$ cat src/rtl/led_matrix_driver.sv
// Serial-loaded 8x8 LED matrix scan driver: shifts a 64-bit frame in over
// din/dclk, commits it on strobe, and multiplexes it row by row.
module led_matrix_driver #(
    parameter int SCAN_DIV    = 1024,
    parameter int SYNC_STAGES = 2
) (
    input  logic       clk,
    input  logic       rst,
    input  logic       ena,
    input  logic       din,
    input  logic       dclk,
    input  logic       strobe,
    output logic [7:0] col,
    output logic [7:0] row_n,
    output logic [7:0] oe
);

    localparam int PW = $clog2(SCAN_DIV);
    localparam logic [PW-1:0] PRESC_MAX = PW'(SCAN_DIV - 1);

    logic [SYNC_STAGES-1:0] r_din_s;
    logic [SYNC_STAGES-1:0] r_dclk_s;
    logic [SYNC_STAGES-1:0] r_stb_s;
    logic                   r_dclk_prev;
    logic                   r_stb_prev;
    logic [63:0]            r_sr;
    logic [63:0]            r_fb;
    logic [PW-1:0]          r_presc;
    logic [2:0]             r_row;
    logic [7:0]             r_col;
    logic [7:0]             r_row_n;

    logic       w_din;
    logic       w_dclk_rise;
    logic       w_stb_rise;
    logic [7:0] w_row_sel;

    assign w_din       = r_din_s[SYNC_STAGES-1];
    assign w_dclk_rise = r_dclk_s[SYNC_STAGES-1] & ~r_dclk_prev;
    assign w_stb_rise  = r_stb_s[SYNC_STAGES-1] & ~r_stb_prev;
    assign w_row_sel   = 8'b1 << r_row;

    always_ff @(posedge clk) begin
        if (rst) begin
            r_din_s     <= '0;
            r_dclk_s    <= '0;
            r_stb_s     <= '0;
            r_dclk_prev <= 1'b0;
            r_stb_prev  <= 1'b0;
        end else begin
            r_din_s     <= {r_din_s[SYNC_STAGES-2:0], din};
            r_dclk_s    <= {r_dclk_s[SYNC_STAGES-2:0], dclk};
            r_stb_s     <= {r_stb_s[SYNC_STAGES-2:0], strobe};
            r_dclk_prev <= r_dclk_s[SYNC_STAGES-1];
            r_stb_prev  <= r_stb_s[SYNC_STAGES-1];
        end
    end

    // fb takes sr's pre-shift value when strobe and dclk pulse together
    always_ff @(posedge clk) begin
        if (rst) begin
            r_sr <= '0;
            r_fb <= '0;
        end else begin
            if (w_dclk_rise) r_sr <= {r_sr[62:0], w_din};
            if (w_stb_rise)  r_fb <= r_sr;
        end
    end

    always_ff @(posedge clk) begin
        if (rst) begin
            r_presc <= '0;
            r_row   <= '0;
        end else if (r_presc == PRESC_MAX) begin
            r_presc <= '0;
            r_row   <= r_row + 3'd1;
        end else begin
            r_presc <= r_presc + 1'b1;
        end
    end

    always_ff @(posedge clk) begin
        if (rst) begin
            r_col   <= 8'h00;
            r_row_n <= 8'hFF;
        end else if (ena) begin
            r_col   <= r_fb[{r_row, 3'b000} +: 8];
            r_row_n <= ~w_row_sel;
        end else begin
            r_col   <= 8'h00;
            r_row_n <= 8'hFF;
        end
    end

    assign col   = r_col;
    assign row_n = r_row_n;
    assign oe    = 8'hFF;

endmodule

$ cat config.mk
export PLATFORM = sky130hd
export DESIGN_NAME = led_matrix_driver
export DESIGN_NICKNAME = d
export VERILOG_FILES = /design/src/rtl/led_matrix_driver.sv
export SDC_FILE = /design/constraint.sdc
export NUM_CORES = 1
export LEC_CHECK = 0
export BUFFER_PORTS_ARGS = -buffer_cell sky130_fd_sc_hd__clkbuf_2
export CAP_MARGIN = 10
export CORE_MARGIN = 8
export CORE_UTILIZATION = 50
export DETAILED_ROUTE_END_ITERATION = 8
export PLACE_DENSITY = 0.72
export SYNTH_ARGS = -nofsm -noshare
export SYNTH_HDL_FRONTEND = slang
export SYNTH_SLANG_ARGS = --single-unit
$ cat constraint.sdc
create_clock -name clk -period 4.5 [get_ports clk]
set_input_delay 0.675 -clock clk [delete_from_list [all_inputs] [get_ports clk]]
set_output_delay 0.675 -clock clk [all_outputs]
set_load 0.02 [all_outputs]
==> reports/results.tsv <==
stage	metric	value	unit
layout	mostFrequentLayoutCell	nand2_1	
yosys	synthTopCellsByArea	dfxtp_1, nand2_1, a21oi_1, mux4_2, clkbuf_1	
timing	hold_viol	0	
power_and_ir_drop	p_leak	0.00225	µW
setup_path	crit_arrival	2.33	ns
yosys	synth_largest_area_cell	dfxtp_1	
yosys	ys_async_sr_fraction	0	%
layout	drive_gt1_share	11.3	%
setup_path	crit_chain	ha_1, ha_1, a211oi_1	
yosys	synth_edf_count	0	
yosys	yosys_warnings	0	
placement	port_buffers	21	
layout	syn_to_final_growth	10.6	%
clock_tree	cts_tree	done	
route	post_drt_wl_per_cell	14.8	µm
route	ant_nets	0	
timing	hold_slack	0.435	ns
grt	grt.overflow.total	0	
yosys	ys_ff_latch	165	
yosys	ys_seq_area_share	53.8	%
placement	gp_congestion	0.753	
clock_tree	ctsResizeCount	0	
setup_path	slowest_delay	1.12	ns
clock_tree	root_buffer	clkbuf_16	
yosys	ys_types	36	
placement	detailed_place_hpwl	7700	µm
clock_tree	clk_pin_slew_worst_paths	0.06	ns
floorplanning	die_h	127	µm
floorplanning	core_area	12000	µm²
route	drc_errors	0	
layout	fillers	1082	
clock_tree	hold_buffers	0	
layout	layout_common_cells	nand2_1, dfxtp_1, a21oi_1	
timing	tns	0	ns
grt	grt_pass1_wl	21300	µm
layout	utilization	56.5	%
setup_path	path_max_fanout	20	
clock_tree	numCtsBuffers	17	
setup_path	end_kind	register	
power_and_ir_drop	irDropWorstVdd	0.000223	V
setup_path	crit_path_start_kind	register	
timing	finalCriticalPeriod	2.00	ns
grt	grt_usage	16.5	%
setup_path	cp_common_cell	ha_1	
timing	fmax	0.500	GHz
yosys	ys.flop_type	dfxtp_1	
flow_run	drv_cap	0	
clock_tree	htree_num_levels	4	
worst_hold_path	hold_class	reg2reg	
yosys	synthesis.instances	713	
grt	antenna_found_initial	0	
power_and_ir_drop	p_per_area	430	nW/µm²
grt	grt_pass1_vias	4423	
clock_tree	clk_latency	0.42	ns
route	routed_wl	12800	µm
clock_tree	cts_sinks	165	
route	vias	4720	
route	vias_per_cell	5.45	
power_and_ir_drop	power	2920	µW
floorplanning	rows	40	
floorplanning	die-area	16100	µm²
yosys	syn-cell-area	6140	µm²
timing	worst_pin_slew	1.22	ns
yosys	yosysTopAreaCellShare	53.8	%
timing	drv_slew	0	
floorplanning	pin_count	30	
route	firstDrtPassIters	5	
outcome	status	finished clean	
clock_tree	postCtsSetupRepairBufs	0	
route	drt_iter0_drc	475	
timing	timing.slew.headroom	18.5	%
grt	grt_max_degree	98	
setup_path	crit_required	4.84	ns
layout	nets	720	
timing	finalClockSkew	0.00956	ns
timing	period_share	44.4	%
timing	rsz0062_at_grt	no	
clock_tree	clock_path_buffers	2	
yosys	avgSynthCellArea	8.61	µm²
floorplanning	die_w	127	µm
setup_path	criticalPathCategory	reg2reg	
setup_path	cp_slowest_cell	dfxtp_1	
timing	setup_viol	0	
floorplanning	start_util	51.1	%
layout	n_antenna_cell	0	
where the power goes:
part           leakage, µW  total [µW]  switching [µW]  internal (µW)
registers          0.00133        1470            5.75           1470
clock network     0.000275        1370             548            820
logic             0.000646        74.2            62.3           11.9
total              0.00225        2920             616           2300
flip-flops by register name, summed over array words and instances, names as in the netlist:
register and flops:
r_sr 64, r_presc 10, r_stb_prev 1, r_row 3
r_dclk_prev 1, r_dclk_s 2, r_stb_s 2, r_fb 64
r_din_s 2, row_n 8, col 8
worst paths after layout:
check                                start       end  slack [ns]  depth (start not counted)
worst max-delay path              r_row[1]  r_row[2]        2.50                          3
worst min-delay path            r_din_s[1]   r_sr[0]        0.43                          2
worst max register to register    r_row[1]  r_row[2]        2.50                          3
worst min register to register  r_din_s[1]   r_sr[0]        0.43                          2
layer usage:
metal  up-vias  track usage, %  wire length [µm]
li1       2328               -                 -
met1      2263            20.1              5750
met2       109            26.6              6120
met3        20            5.32               770
met4         0            6.44               169
met5         -               0                 0
synthesized netlist by cell type, types with 6 or more instances:
cell type	n
nand2_1	267
buf_2	10
a22o_1	8
inv_1	6
ha_1	7
buf_1	15
dfxtp_1	165
mux4_2	16
buf_4	8
clkbuf_1	24
nor2b_1	11
a21oi_1	134
cell type report:
cell class,instances,area [µm²],share of cell area (%)
Multi-Input combinational cell,490,2570,37.8
Timing Repair Buffer,27,153,2.25
Tap cell,147,184,2.71
Inverter,6,22.5,0.332
Sequential cell,165,3300,48.7
Clock buffer,20,447,6.58
Clock inverter,11,110,1.62
worst max-delay path, delay by kind of cell, from the launching register on:
family | cells | cell delay (ns)
DFF | 1 | 1.12
adders and majority gates | 2 | 0.58
AOI/OAI and AO/OA | 1 | 0.19
per-stage QoR:
step	setup WS, ns	std cells	area (µm²)
CTS	2.56	866	6790
global route	2.41	866	6790
floorplan	2.92	720	6160
global placement	2.30	835	6230
detailed placement	2.26	835	6230
finish	2.50	866	6790
cell families (layout without fill, tap and decap cells):
kind of cell             Yosys count  count (layout)  share of synthesized area, %
buffers and inverters             65              64                          5.06
flip-flops                       165             165                          53.8
AO/OA/AOI/OAI                    153             153                          13.3
AND/OR/NAND/NOR                  303             303                          20.0
other                              1               8                        0.0611
XOR/XNOR                           3               3                         0.428
multiplexers                      16              16                          5.87
adder cells (fa/ha/maj)            7               7                          1.43
Note: power is estimated with default switching activity, not from simulation.
